**config.mk**
```make
export PLATFORM = sky130hd
export DESIGN_NAME = alu_arbiter_flat
export DESIGN_NICKNAME = d
export VERILOG_FILES = /design/src/rtl/alu_arbiter_if.sv /design/src/rtl/alu_arbiter.sv /design/src/flat_wrapper.sv
export SDC_FILE = /design/constraint.sdc
export NUM_CORES = 1
export LEC_CHECK = 0
export ABC_AREA = 0
export CORE_ASPECT_RATIO = 0.5
export CORE_MARGIN = 4
export CORE_UTILIZATION = 35
export CTS_BUF_LIST = sky130_fd_sc_hd__clkbuf_8 sky130_fd_sc_hd__clkbuf_16
export DETAILED_ROUTE_END_ITERATION = 8
export PLACE_DENSITY = 0.82
export SLEW_MARGIN = 20
export SYNTH_ARGS = -nofsm -noshare
export SYNTH_HDL_FRONTEND = slang
export SYNTH_SLANG_ARGS = --single-unit
```
**constraint.sdc**
```tcl
create_clock -name clk -period 1.4 [get_ports clk]
set_input_delay 0.14 -clock clk [delete_from_list [all_inputs] [get_ports clk]]
set_output_delay 0.14 -clock clk [all_outputs]
set_load 0.01 [all_outputs]
```
**src/rtl/alu_arbiter_if.sv**
```systemverilog
// rtl/alu_arbiter_if.sv - requester, shared-ALU and response signals of alu_arbiter
interface alu_arbiter_if #(
  parameter int DATA_W = 32,
  parameter int CTRL_W = 4
);
  logic              req0_valid;
  logic              req1_valid;
  logic              req0_ready;
  logic              req1_ready;
  logic [DATA_W-1:0] req0_a;
  logic [DATA_W-1:0] req0_b;
  logic [DATA_W-1:0] req1_a;
  logic [DATA_W-1:0] req1_b;
  logic [CTRL_W-1:0] req0_ctrl;
  logic [CTRL_W-1:0] req1_ctrl;
  logic [DATA_W-1:0] alu_a;
  logic [DATA_W-1:0] alu_b;
  logic [CTRL_W-1:0] alu_control;
  logic [DATA_W-1:0] alu_result;
  logic              resp_valid;
  logic              resp_ready;
  logic [DATA_W-1:0] resp_data;
  logic              resp_id;

  modport slave (
    input  req0_valid, req1_valid, req0_a, req0_b, req1_a, req1_b,
           req0_ctrl, req1_ctrl, alu_result, resp_ready,
    output req0_ready, req1_ready, alu_a, alu_b, alu_control,
           resp_valid, resp_data, resp_id
  );

  modport master (
    output req0_valid, req1_valid, req0_a, req0_b, req1_a, req1_b,
           req0_ctrl, req1_ctrl, alu_result, resp_ready,
    input  req0_ready, req1_ready, alu_a, alu_b, alu_control,
           resp_valid, resp_data, resp_id
  );
endinterface

```
**src/rtl/alu_arbiter.sv**
```systemverilog
// rtl/alu_arbiter.sv - round-robin arbiter sharing one ALU between two requesters
// Optional grant counters gnt_cnt0/gnt_cnt1 are enabled by defining ALU_ARB_STATS_EN.
module alu_arbiter #(
  parameter int DATA_W = 32,
  parameter int CTRL_W = 4
) (
  input  logic        clk,
  input  logic        rst_n,
  alu_arbiter_if.slave bus
`ifdef ALU_ARB_STATS_EN
  ,
  output logic [15:0] gnt_cnt0,
  output logic [15:0] gnt_cnt1
`endif
);

  typedef enum logic [1:0] {IDLE, EXEC, RESP} state_t;

  state_t            r_state;
  logic              r_last;
  logic [DATA_W-1:0] r_a;
  logic [DATA_W-1:0] r_b;
  logic [CTRL_W-1:0] r_ctrl;
  logic [DATA_W-1:0] r_data;
  logic              r_id;
  logic              r_valid;
  logic              w_idle;
  logic              w_gnt0;
  logic              w_gnt1;

  // Gated by rst_n so the readies are forced low while reset is held.
  assign w_idle = rst_n && (r_state == IDLE);
  assign w_gnt0 = w_idle && bus.req0_valid && (!bus.req1_valid || r_last);
  assign w_gnt1 = w_idle && bus.req1_valid && (!bus.req0_valid || !r_last);

  always_ff @(posedge clk or negedge rst_n) begin
    if (!rst_n) begin
      r_state <= IDLE;
      r_last  <= 1'b1;
      r_a     <= '0;
      r_b     <= '0;
      r_ctrl  <= '0;
      r_data  <= '0;
      r_id    <= 1'b0;
      r_valid <= 1'b0;
    end else begin
      case (r_state)
        IDLE: begin
          if (w_gnt0 || w_gnt1) begin
            r_a     <= w_gnt1 ? bus.req1_a    : bus.req0_a;
            r_b     <= w_gnt1 ? bus.req1_b    : bus.req0_b;
            r_ctrl  <= w_gnt1 ? bus.req1_ctrl : bus.req0_ctrl;
            r_id    <= w_gnt1;
            r_last  <= w_gnt1;
            r_state <= EXEC;
          end
        end
        EXEC: begin
          r_data  <= bus.alu_result;
          r_valid <= 1'b1;
          r_state <= RESP;
        end
        RESP: begin
          if (bus.resp_ready) begin
            r_valid <= 1'b0;
            r_state <= IDLE;
          end
        end
        default: begin
          r_valid <= 1'b0;
          r_state <= IDLE;
        end
      endcase
    end
  end

  assign bus.req0_ready  = w_gnt0;
  assign bus.req1_ready  = w_gnt1;
  assign bus.alu_a       = r_a;
  assign bus.alu_b       = r_b;
  assign bus.alu_control = r_ctrl;
  assign bus.resp_valid  = r_valid;
  assign bus.resp_data   = r_data;
  assign bus.resp_id     = r_id;

`ifdef ALU_ARB_STATS_EN
  logic [15:0] r_cnt0;
  logic [15:0] r_cnt1;

  always_ff @(posedge clk or negedge rst_n) begin
    if (!rst_n) begin
      r_cnt0 <= '0;
      r_cnt1 <= '0;
    end else begin
      if (w_gnt0 && (r_cnt0 != 16'hFFFF)) r_cnt0 <= r_cnt0 + 16'd1;
      if (w_gnt1 && (r_cnt1 != 16'hFFFF)) r_cnt1 <= r_cnt1 + 16'd1;
    end
  end

  assign gnt_cnt0 = r_cnt0;
  assign gnt_cnt1 = r_cnt1;
`endif

endmodule

```
**src/flat_wrapper.sv**
```systemverilog
// flat-port wrapper written by rule: the top's interface ports become plain ports
module alu_arbiter_flat 
#(
  parameter int DATA_W = 32,
  parameter int CTRL_W = 4
)
  (clk, rst_n, bus_req0_valid, bus_req1_valid, bus_req0_a, bus_req0_b, bus_req1_a, bus_req1_b, bus_req0_ctrl, bus_req1_ctrl, bus_alu_result, bus_resp_ready, bus_req0_ready, bus_req1_ready, bus_alu_a, bus_alu_b, bus_alu_control, bus_resp_valid, bus_resp_data, bus_resp_id);
  alu_arbiter_if #(.DATA_W(DATA_W), .CTRL_W(CTRL_W)) bus_i ();
  input  logic clk;
  input  logic rst_n;
  input wire logic [$bits(bus_i.req0_valid)-1:0] bus_req0_valid;
  input wire logic [$bits(bus_i.req1_valid)-1:0] bus_req1_valid;
  input wire logic [$bits(bus_i.req0_a)-1:0] bus_req0_a;
  input wire logic [$bits(bus_i.req0_b)-1:0] bus_req0_b;
  input wire logic [$bits(bus_i.req1_a)-1:0] bus_req1_a;
  input wire logic [$bits(bus_i.req1_b)-1:0] bus_req1_b;
  input wire logic [$bits(bus_i.req0_ctrl)-1:0] bus_req0_ctrl;
  input wire logic [$bits(bus_i.req1_ctrl)-1:0] bus_req1_ctrl;
  input wire logic [$bits(bus_i.alu_result)-1:0] bus_alu_result;
  input wire logic [$bits(bus_i.resp_ready)-1:0] bus_resp_ready;
  output wire logic [$bits(bus_i.req0_ready)-1:0] bus_req0_ready;
  output wire logic [$bits(bus_i.req1_ready)-1:0] bus_req1_ready;
  output wire logic [$bits(bus_i.alu_a)-1:0] bus_alu_a;
  output wire logic [$bits(bus_i.alu_b)-1:0] bus_alu_b;
  output wire logic [$bits(bus_i.alu_control)-1:0] bus_alu_control;
  output wire logic [$bits(bus_i.resp_valid)-1:0] bus_resp_valid;
  output wire logic [$bits(bus_i.resp_data)-1:0] bus_resp_data;
  output wire logic [$bits(bus_i.resp_id)-1:0] bus_resp_id;
  assign bus_i.req0_valid = bus_req0_valid;
  assign bus_i.req1_valid = bus_req1_valid;
  assign bus_i.req0_a = bus_req0_a;
  assign bus_i.req0_b = bus_req0_b;
  assign bus_i.req1_a = bus_req1_a;
  assign bus_i.req1_b = bus_req1_b;
  assign bus_i.req0_ctrl = bus_req0_ctrl;
  assign bus_i.req1_ctrl = bus_req1_ctrl;
  assign bus_i.alu_result = bus_alu_result;
  assign bus_i.resp_ready = bus_resp_ready;
  assign bus_req0_ready = bus_i.req0_ready;
  assign bus_req1_ready = bus_i.req1_ready;
  assign bus_alu_a = bus_i.alu_a;
  assign bus_alu_b = bus_i.alu_b;
  assign bus_alu_control = bus_i.alu_control;
  assign bus_resp_valid = bus_i.resp_valid;
  assign bus_resp_data = bus_i.resp_data;
  assign bus_resp_id = bus_i.resp_id;
  alu_arbiter #(.DATA_W(DATA_W), .CTRL_W(CTRL_W)) u_core (.clk(clk), .rst_n(rst_n), .bus(bus_i));
endmodule
```
==> impl_metrics.toml <==
[setup_path]
critPathCaptureType = "flip-flop"
cp-start-kind = "flip-flop"
reg2reg_from = "u_core.r_state[0]"
startpoint = "u_core.r_state[0]"
arrival_ns = 2.10
required_ns = 1.67
path_max_fanout = 8
criticalPathCategory = "flip-flop to flip-flop"

[worst_hold_path]
min_path_type = "input port to async pin"

[synthesis]
synth.area.top_cells = "dfrtp_1 (53%), a31oi_1 (7.4%), mux2_2 (7.3%)"
synth_warnings = 0
yosys.area.top_type_share = 0.531
synth-async-reset-ratio = 1.00
yosysTopAreaCell = "dfrtp_1"
synthSimpleGateAreaFrac = 0.0804
ys_ff_latch = 105
synth-main-ff-cell = "dfrtp_1"
synth_compound_area_frac = 0.250
yosysSeqAreaShare = 0.536
syn-num-nets = 656
synth_most_common_cell = "dfrtp_1"
synth_fa_ha_area_frac = 0
synth_top_family_by_area = "compound AO/OA/AOI/OAI gates"
synth_common_cells = "dfrtp_1 (104), nand3_1 (69), a21oi_1 (68)"
synthXorXnorAreaFrac = 0
syn_area_mm2 = 0.00490
yosysUniqueCellTypes = 25
synth_edf_count = 0
synth_cells = 483
synthMuxAreaShare = 0.0735
syn_area_per_cell_um2 = 10.2

[route]
dr_total_vias = 5668
routed_wl_mm = 23.6
ant_nets = 0
firstDrtPassIters = 5
initialDrtViolationCount = 621
viasPerCell = 5.82
wl_per_cell_um = 24.3
drcViolationCount = 0

[pwr]
p_comb_frac = 0.517
clockPowerShare = 0.158
p_sw_frac = 0.380
pwr-share-seq = 0.325
power_mw = 16.2
p_leak_nw = 3.90
p_per_area_mw_per_mm2 = 1710
internal_power_mw = 10.0
power_switching_mw = 6.17
ir_drop_mv = 0.735

[sta]
hold_ws_ns = -0.0187
tightest_slew_ns = 0.576
min_period_ns = 1.83
fin_crit_sh = 1.31
fin_ws_ns = -0.434
final-hold-violation-count = 32
clock_skew_ns = 0.00570
tns_ns = -32.46
setup_viol_count_final = 106
max_slew_margin = 0.616
rsz0062_at_grt = "yes"
drv_slew = 0
fmax_ghz = 0.545

[floorplan]
start_util = 0.360
io_pins = 277
core_mm2 = 0.0136
fp.dieW_um = 175
die-area_mm2 = 0.0161
rows = 30
fp.dieH_um = 91.7

[final_layout]
nets = 950
layout.cells.non_filler = 974
syn_to_final_growth_pct = 93.9
num_antenna_cells = 0
fill_cells = 877
drive_gt1_frac = 0.237
fin_util = 0.698

[place]
place_congestion = 0.811
port_buffers = 276
dp.cells = 920
dp_hpwl_mm = 12.7
dp_slack_ns = -0.373

[run_status]
failed_checks = "negative hold slack, negative setup slack"
run_status = "complete, but fails checks"

[global_routing]
antenna_found_initial = 0
grt_start_max_net_pins = 106
grt_pass1_vias = 5340
grt_pass1_wl_mm = 29.8
gr-total-overflow = 0
grt_usage = 0.232

[cts]
cts_buffers = 9
clk_latency_ns = 0.35
clk_transition_reported_paths_ns = 0.08
htree_levels = 3
cts_tree = "built"
cts-root-buf = "clkbuf_16"
clkSinkCount = 105
clock_path_buffers = 2

[job]
max_cap_violations = 0
## registers in the layout, indices dropped and copies added (netlist names)
name and cells:
u_core.bus.alu_control 4, u_core.bus.alu_b 32, u_core.bus.resp_valid 1, u_core.r_last 1
u_core.bus.resp_id 1, u_core.bus.resp_data 32, u_core.r_state 2, u_core.bus.alu_a 32
## area by class of cell
cell class | count | area, µm² | share of cell area
multi-input cells | 320 | 2530 | 0.267
repair buffers | 340 | 3810 | 0.401
well taps | 192 | 240 | 0.0253
flip-flops and latches | 105 | 2630 | 0.276
inverters | 1 | 3.75 | 0.000395
clock inverters | 7 | 62.6 | 0.00658
clock buffers | 9 | 225 | 0.0237
## worst max-delay path, stage by stage, from the launching register on
cell and delay (ns):
dfrtp_1 0.44, buf_6 0.15, nor3b_4 0.31, buf_6 0.25, buf_8 0.17, clkbuf_16 0.16, nand3_1 0.09, a31oi_1 0.20
## metrics by stage
| stage | hold slack [ns] | cell area [µm²] |
|---|---|---|
| 5_1_grt | 0.0339 | 9510 |
| 4_1_cts | 0.0104 | 8600 |
| 3_5_place_dp | 0.381 | 7930 |
| 6_report | -0.0187 | 9510 |
| 2_1_floorplan | -0.156 | 4930 |
| 3_3_place_gp | 0.380 | 7930 |
## cells by family after synthesis
logic type | after synthesis
AOI/OAI and AO/OA | 211
buffers and inverters | 58
DFF | 105
muxes | 32
and+or+nand+nor | 77
## metal layers
metal  GRT usage  routed length [µm]  vias up
li1            -                   -     2399
met3      0.0441                1590      117
met1       0.270                8690     2782
met4       0.107                1470        0
met5           0                   0        -
met2       0.417               11900      370
## power groups by stage
stage                     Sequential (mW)  Combinational [mW]  Clock [mW]
after CTS                            5.16                7.16        2.52
after global routing                 5.43                8.74        2.69
after global placement               5.14                6.94           0
final                                5.27                8.38        2.56
after detailed placement             5.22                7.07           0
after floorplan                      5.82                2.28           0
## path summary, 6_finish.rpt
| check | to | slack (ns) | cells past startpoint |
|---|---|---|---|
| worst max-delay path | u_core.bus.alu_a[10] | -0.43 | 7 |
| worst min register to register | u_core.bus.resp_id | 0.48 | 1 |
| max in group asynchronous | u_core.bus.alu_b[17] | 0.99 | 3 |
| min in group clk | u_core.bus.alu_b[1] | 0.36 | 3 |
| worst min-delay path | u_core.bus.alu_control[1] | -0.02 | 3 |
| worst max register to register | u_core.bus.alu_a[10] | -0.43 | 7 |
## what timing repair did
item / 4_1_cts / 5_1_grt
gates resized for setup: 100 / 145
cloned: 6 / 16
buffers inserted: 18 / 7
endpoints found under the hold margin: 0 / 0
pin swaps: 4 / 13
hold buffers: 0 / 0
setup endpoints to repair: 124 / 150
## cell usage in the layout (no fill, tap or decap), drive strengths merged, types with 32 or more instances in the layout
cell           netlist  routed
dlymetal6s2s         0      45
nand3               69      69
dlygate4sd2          0      53
a31oi               68      68
a21oi               68      68
clkdlybuf4s50        0     175
buf                 35      55
o21ai               69      69
dfrtp              104     104
mux2                32      32
Note: power is estimated with default switching activity, not from simulation.
